<file path="config.mk">
export PLATFORM = sky130hd
export DESIGN_NAME = fetch_pc_unit
export DESIGN_NICKNAME = d
export VERILOG_FILES = /design/src/rtl/fetch_pc_unit.sv
export SDC_FILE = /design/constraint.sdc
export NUM_CORES = 1
export LEC_CHECK = 0
export BUFFER_PORTS_ARGS = -buffer_cell sky130_fd_sc_hd__buf_4
export CAP_MARGIN = 20
export CORE_MARGIN = 2
export CORE_UTILIZATION = 46
export CTS_CLUSTER_DIAMETER = 40
export DETAILED_ROUTE_END_ITERATION = 7
export GPL_ROUTABILITY_DRIVEN = 1
export PLACE_DENSITY_LB_ADDON = 0.3
export SLEW_MARGIN = 20
export SYNTH_ARGS = -nofsm -noshare
export SYNTH_HDL_FRONTEND = slang
export SYNTH_SLANG_ARGS = --single-unit
export TNS_END_PERCENT = 5
</file>
<file path="constraint.sdc">
create_clock -name clk -period 3.5 [get_ports clk]
set_input_delay 0.7 -clock clk [delete_from_list [all_inputs] [get_ports clk]]
set_output_delay 0.7 -clock clk [all_outputs]
set_load 0.005 [all_outputs]
</file>
<file path="src/rtl/fetch_pc_unit.sv">
// ---------------------------------------------------------------------------
// fetch_pc_unit
// Owns the F-stage PC register. The unit fetches the instruction at f_pc from
// instruction memory over a req/ack handshake, then holds the word for the
// D stage until D accepts it. On acceptance the unit loads npc and starts the
// next fetch. Memory latency can vary. Only one request is outstanding at a
// time. f_busy tells the hazard unit to freeze F/D while a fetch is in flight.
//
// Optional feature: FETCH_ALIGN_CHECK_EN
//   Defined:   misaligned or out-of-window fetch addresses issue no request.
//              They deliver a nop with f_exc_adel=1.
//   Undefined: every address is requested and f_exc_adel is tied to 0.
//
// Ports
//   clk         in   1   clock, rising edge
//   reset       in   1   asynchronous, active-high
//   npc         in   32  next PC, sampled only when D accepts the held entry
//   stall       in   1   1 = D does not accept the held entry
//   imem_req    out  1   fetch request, held until imem_ack
//   imem_addr   out  32  fetch address (= f_pc)
//   imem_ack    in   1   imem_rdata valid this cycle
//   imem_rdata  in   32  instruction word
//   f_pc        out  32  PC of the held instruction
//   f_instr     out  32  held instruction word
//   f_valid     out  1   f_pc/f_instr valid for D
//   f_busy      out  1   fetch in flight
//   f_exc_adel  out  1   fetch address error on the held entry
//   fetch_cnt   out  32  entries accepted by D since reset (wraps)
// ---------------------------------------------------------------------------
// state  | meaning
// S_BOOT | one idle cycle after reset release, no request
// S_REQ  | fetch in flight for f_pc, waiting for imem_ack
// S_FULL | instruction held for D, waiting for !stall
// ---------------------------------------------------------------------------
module fetch_pc_unit #(
    parameter logic [31:0] RESET_PC  = 32'h0000_3000,
    parameter logic [31:0] IMEM_BASE = 32'h0000_3000,
    parameter logic [31:0] IMEM_SIZE = 32'h0000_4000
) (
    input  logic        clk,
    input  logic        reset,
    input  logic [31:0] npc,
    input  logic        stall,
    output logic        imem_req,
    output logic [31:0] imem_addr,
    input  logic        imem_ack,
    input  logic [31:0] imem_rdata,
    output logic [31:0] f_pc,
    output logic [31:0] f_instr,
    output logic        f_valid,
    output logic        f_busy,
    output logic        f_exc_adel,
    output logic [31:0] fetch_cnt
);

    localparam logic [1:0] S_BOOT = 2'd0;
    localparam logic [1:0] S_REQ  = 2'd1;
    localparam logic [1:0] S_FULL = 2'd2;

    logic [1:0] state;
    logic       addr_ok;

`ifdef FETCH_ALIGN_CHECK_EN
    logic [32:0] win_end;

    // The window end is computed at 33 bits so that a window reaching the top
    // of the address space does not wrap.
    assign win_end = {1'b0, IMEM_BASE} + {1'b0, IMEM_SIZE};
    assign addr_ok = (f_pc[1:0] == 2'b00) && (f_pc >= IMEM_BASE) &&
                     ({1'b0, f_pc} < win_end);

    always_ff @(posedge clk or posedge reset) begin
        if (reset) begin
            f_exc_adel <= 1'b0;
        end else if (state == S_REQ && !addr_ok) begin
            f_exc_adel <= 1'b1;
        end else if (state == S_FULL && !stall) begin
            f_exc_adel <= 1'b0;
        end
    end
`else
    logic unused_window;

    assign addr_ok       = 1'b1;
    assign unused_window = ^{IMEM_BASE, IMEM_SIZE};
    assign f_exc_adel    = 1'b0;
`endif

    // The request is decoded from the state register. Because of that, an
    // asynchronous reset drops it at once, without waiting for a clock edge.
    assign imem_req  = (state == S_REQ) && addr_ok;
    assign imem_addr = f_pc;
    assign f_busy    = (state == S_REQ);
    assign f_valid   = (state == S_FULL);

    always_ff @(posedge clk or posedge reset) begin
        if (reset) begin
            state     <= S_BOOT;
            f_pc      <= RESET_PC;
            f_instr   <= '0;
            fetch_cnt <= '0;
        end else begin
            case (state)
                S_BOOT: state <= S_REQ;
                S_REQ: begin
                    if (!addr_ok) begin
                        // A rejected address delivers a nop instead of a fetch.
                        f_instr <= '0;
                        state   <= S_FULL;
                    end else if (imem_ack) begin
                        f_instr <= imem_rdata;
                        state   <= S_FULL;
                    end
                end
                S_FULL: begin
                    if (!stall) begin
                        f_pc      <= npc;
                        fetch_cnt <= fetch_cnt + 32'd1;
                        state     <= S_REQ;
                    end
                end
                default: state <= S_BOOT;
            endcase
        end
    end

endmodule

</file>
==> impl_metrics.ini, run 1 <==
[synth]
yosysMostFrequentCell = dfrtp_1
async_reset_ff_share_pct = 100
ys_top_cells_by_area = dfrtp_1, mux2_2, buf_4
yosys-top-cells-count = dfrtp_1, mux2_2, buf_4, xnor2_1, nand4_1
postSynthCellCount = 306
ys_seq_area_share_pct = 58.6
synth_warnings = 0
synth.avg_cell_area_um2 = 13.7
synth-main-ff-cell = dfrtp_1
syn_nets = 375
ys_ff_latch = 98
syn_area_um2 = 4190
yosysTopAreaCell = dfrtp_1
synth_edf_count = 0
netlist-cell-type-count = 28
synth_top_area_share_pct = 57.3

[cts]
cts_resized = 0
root_buffer = clkbuf_8
clock_path_buffers = 2
cts-buffers-inserted = 9
path_clk_slew_ns = 0.09
clk_latency_ns = 0.35
postCtsSetupBuffers = 0
hold_buffers = 0
cts-htree-levels = 3
cts_tree = yes
clock-sinks = 98

[timing]
rsz0062_at_grt = false
finalSetupViolCount = 0
min_period_over_period_pct = 59.8
fin_setup_tns_ns = 0
period_needed_ns = 2.09
hold_viol = 0
finClkSkew_ns = 0.00840
tightest_slew_ns = 0.700
fmax_mhz = 477
slew_viol_final = 0
relSlewSlack_pct = 53.0

[global_route]
antenna_found_initial = 0
track_usage_pct = 18.3
grt_pass1_vias = 2955
grt_pass1_wl_um = 14300
grt_max_degree = 52
grt-ovfl-total = 0

[floorplan]
die_h_um = 99.4
initial_core_util_pct = 47.8
coreArea_um2 = 8760
die_w_um = 99.4
rows = 34
io_pins = 200
dieArea_um2 = 9890

[power]
vdd_drop_max_uv = 431
combPwrFrac_pct = 38.8
clkPwrFrac_pct = 18.4
power_switching_mw = 1.20
p_int_mw = 3.11
power_mw = 4.31
leakage_nw = 2.82
seqPwrFrac_pct = 42.7
powerDensity_nw_per_um2 = 747
swShare_pct = 27.8

[route]
post_drt_wl_per_cell_um = 15.3
avgViaCountPerCell = 4.97
initialDrtViolationCount = 92
routed_wl_um = 8980
drc = 0
dr.pass1.iters = 4
vias = 2923
postRouteAntennaNets = 0

[placed_design]
place_congestion = 0.796
io_buffers = 198
dp_hpwl_um = 6740

[worst_setup_path]
start_kind = flop
ff2ff_path_depth = 4
cpMaxStageDelayCell = nor2b_4
slowest_delay_ns = 0.60
regToRegSetupSlack_ns = 1.41
r2r-start = state[1]
critPathMaxFanout = 23
r2r_end = f_pc[1]
cp.required_ns = 3.74
crit_chain = nor2b_1 -> nor2b_4 -> buf_4 -> mux2_2
worst_setup_path_end_kind = flop
crit_type = flop to flop
critPathArrivalTime_ns = 2.34

[final_layout]
drive_gt1_share_pct = 60.0
fillers = 681
multi_input_area_um2 = 1420
insertedDiodeCount = 0
seqCellArea_um2 = 2450
final_nets = 545
area_growth_pct = 37.6

[flow_run]
max_cap_violations = 0

[worst_hold_path]
hold_class = primary input to async pin

[status]
status = finished, final reports clean
state kept, by name (all words and copies together) (netlist names):
signal and cells:
f_instr 32, f_pc 32, fetch_cnt 32, state 2
power groups by stage:
stage                     Sequential, mW  Combinational [mW]  Clock, mW
after floorplan                     1.85               0.857          0
after global placement              1.84                1.68          0
after detailed placement            1.87                1.71          0
after CTS                           1.85                1.71      0.818
after global routing                1.91                1.81      0.862
final                               1.84                1.67      0.794
worst max-delay path: cells and delay by family (launching register included):
family | cells | cell delay, ns
buffers and inverters | 1 | 0.32
DFF | 1 | 0.44
muxes | 1 | 0.36
and+or+nand+nor | 2 | 0.85
layout by cell type, fill, tap and decap left out, drive strengths merged:
master and n:
buf 201, dfrtp 96, mux2 65, xnor2 24, nand4 15, clkbuf 11
nand2 10, nand3 10, and3 7, xor2 7, nor3 5, inv 4
nor2 3, and2 3, nor2b 3, nor4 3, bufinv 2, dfstp 2
or2 1, nand4bb 1, and4 1, nand3b 1, a22oi 1, ha 1
conb 1, clkinvlp 1, clkinv 1
final cells by class:
type	count	share of cell area, %
Inverter	4	0.304
Clock inverter	4	1.32
Tap cell	108	2.34
Sequential cell	98	42.6
Multi-Input combinational cell	162	24.6
Timing Repair Buffer	201	26.4
Clock buffer	11	2.45
cells by family after synthesis:
kind of cell / share of synthesized area, %
DFF: 58.6
muxes: 17.5
and+or+nand+nor: 9.14
buffers and inverters: 7.74
xor gates and xnor gates: 6.48
adders and majority gates: 0.299
other: 0.0895
AOI/OAI and AO/OA: 0.179
layer usage:
metal / routed length, µm / global-route usage [%] / vias to the layer above
met5: 0 / 0 / -
met4: 121 / 6.01 / 0
met3: 987 / 7.38 / 10
met2: 4460 / 29.9 / 129
met1: 3410 / 22.1 / 1426
li1: - / - / 1358
per-stage QoR:
step           util, %  hold slack, ns  setup WS (ns)  instance area (µm²)  std cells
2_1_floorplan        -           0.468          0.241                 4190        306
3_3_place_gp      63.3           0.476           1.23                 5550        573
6_report          65.8           0.413           1.41                 5760        588
4_1_cts           65.8           0.424           1.36                 5760        588
3_5_place_dp      63.3           0.478           1.19                 5550        573
5_1_grt           65.8           0.448           1.25                 5760        588
worst max-delay path by stage:
stage / to / from / cells past startpoint
final: f_pc[1] / state[1] / 4
after global routing: f_pc[2] / state[1] / 4
after CTS: f_pc[1] / state[1] / 4
after detailed placement: fetch_cnt[29] / stall / 5
after global placement: fetch_cnt[29] / stall / 5
after floorplan: f_instr[0] / reset / 1
No activity file was read; power rests on OpenSTA's default activity.
==> inputs of run 2 (changes only) <==
--- a/config.mk
+++ b/config.mk
@@ -8,7 +8,7 @@
 export BUFFER_PORTS_ARGS = -buffer_cell sky130_fd_sc_hd__buf_4
 export CAP_MARGIN = 20
 export CORE_MARGIN = 2
-export CORE_UTILIZATION = 46
+export CORE_UTILIZATION = 42
 export CTS_CLUSTER_DIAMETER = 40
 export DETAILED_ROUTE_END_ITERATION = 7
 export GPL_ROUTABILITY_DRIVEN = 1
==> constraint.sdc (replaced) <==
create_clock -name clk -period 1.9 [get_ports clk]
set_input_delay 0.38 -clock clk [delete_from_list [all_inputs] [get_ports clk]]
set_output_delay 0.38 -clock clk [all_outputs]
set_load 0.005 [all_outputs]
==> run 2 against run 1 <==
Register-to-register slack got worse by 1.2 ns. Sequential share of layout area fell by 0.66 points. Hold slack got worse by 0.30 ns. Routed wire length is 1.7% higher. Power increased by 85%. Clock-buffer cell count did not move. Worst setup slack worse by 1.2 ns. First-iteration DRC count is 11% lower. Flip-flop and latch count stayed put. Fmax increased by 21%. Non-clock buffer count grew 5. Highest routed layer unchanged.
==> impl_metrics.ini, run 2 (synthesized netlist as in run 1, its figures left out) <==
[route]
postRouteAntennaNets = 0
vias = 2908
post_drt_wl_per_cell_um = 14.8
drc = 0
dr.pass1.iters = 4
routed_wl_um = 9130
initialDrtViolationCount = 82
avgViaCountPerCell = 4.70

[final_layout]
layoutNonFillerInstCount = 619
layout_commonest_cell = buf_4
fillers = 816
drive_gt1_share_pct = 60.7
area_growth_pct = 39.8
final_nets = 550
insertedDiodeCount = 0
final_cell_mix = buf_4, dfrtp_1, mux2_2
reg_top3 = f_instr x32, f_pc x32, fetch_cnt x32

[worst_setup_path]
critPathMaxFanout = 6
cpMaxStageDelayCell = nor3_1
worst_setup_path_end_kind = flop
slowest_delay_ns = 0.56
cp.required_ns = 2.15
crit_top_cell = nand4_1
crit_chain = nand4_1 -> nor3_1 -> nand4_1 -> xnor2_1
ff2ff_path_depth = 4
start_kind = flop
critPathArrivalTime_ns = 1.98
regToRegSetupSlack_ns = 0.17
crit_type = flop to flop

[floorplan]
coreArea_um2 = 9730
die_w_um = 104
initial_core_util_pct = 43.1
dieArea_um2 = 10800
io_pins = 200
rows = 36
die_h_um = 104

[power]
leakage_nw = 2.85
vdd_drop_max_uv = 771
power_mw = 7.98
powerDensity_nw_per_um2 = 1360

[global_route]
track_usage_pct = 17.3
grt_pass1_wl_um = 14900
grt_pass1_vias = 2966
grt_max_degree = 62
grt-ovfl-total = 0
antenna_found_initial = 0

[timing]
tightest_slew_ns = 0.560
min_period_over_period_pct = 91.1
fin_setup_tns_ns = 0
slew_viol_final = 0
finalSetupViolCount = 0
timing.hold.ws_ns = 0.109
period_needed_ns = 1.73
finClkSkew_ns = 0.00883
relSlewSlack_pct = 62.4
hold_viol = 0
rsz0062_at_grt = false
fmax_mhz = 578
setup_slack_ns = 0.169

[placed_design]
dp.cells = 603
place_congestion = 0.747
dp_hpwl_um = 6720
place_ws_ns = 0.171
io_buffers = 198

[status]
status = finished, final reports clean

[cts]
cts-htree-levels = 3
cts_tree = yes
clk_latency_ns = 0.36
cts-buffers-inserted = 9
path_clk_slew_ns = 0.09
hold_buffers = 0
clock-sinks = 98
clock_path_buffers = 2
root_buffer = clkbuf_8

[flow_run]
max_cap_violations = 0

[worst_hold_path]
hold_class = primary input to async pin
-- run 2: changes by cell type in the layout (fill, tap and decap cells not counted), sizes merged --
cell	delta
inv	-1
clkinv	+1
buf	+5
clkinvlp	+1
-- run 2: layer usage --
layer / global-route usage [%] / part of all wire, %
met3: 4.82 / 7.1
met2: 28.2 / 50
met4: 8.98 / 2.6
met1: 21.0 / 41
met5: 0 / 0
-- run 2: path summary, 6_finish.rpt --
path | start | end
worst max-delay path | fetch_cnt[15] | fetch_cnt[27]
worst min-delay path | reset | f_instr[30]
worst max register to register | fetch_cnt[15] | fetch_cnt[27]
worst min register to register | fetch_cnt[31] | fetch_cnt[31]
max in group asynchronous | reset | f_pc[12]
min in group clk | imem_ack | state[0]
-- run 2: critical path: cells and delay by family (launching register included) --
family | cells | cell delay (ns)
simple gates | 3 | 1.01
flops | 1 | 0.45
xor+xnor | 1 | 0.16
-- run 2: report_power, final --
group	leakage [nW]	internal [mW]	switching (mW)
sequential	1.22	2.86	0.518
clock	0.109	0.774	0.704
combinational	1.53	2.12	1.01
-- run 2: stage by stage --
step	util [%]	cell area, µm²
2_1_floorplan	-	4190
3_3_place_gp	57.9	5630
3_5_place_dp	57.9	5630
4_1_cts	60.1	5850
5_1_grt	60.2	5850
6_report	60.2	5850
-- run 2: final cells by class --
| cell class | count | area, µm² | area share [%] |
|---|---|---|---|
| inverter | 4 | 18.8 | 0.321 |
| clock inverter | 5 | 77.6 | 1.33 |
| multi-input combinational | 162 | 1420 | 24.3 |
| clock buffer | 11 | 141 | 2.42 |
| sequential | 98 | 2450 | 41.9 |
| timing repair buffer | 206 | 1570 | 26.8 |
| tap | 133 | 166 | 2.84 |
-- run 2: repair_timing --
action                     4_1_cts  5_1_grt
gates resized for setup          0        1
buffers inserted                 0        0
setup endpoints to repair        0        3
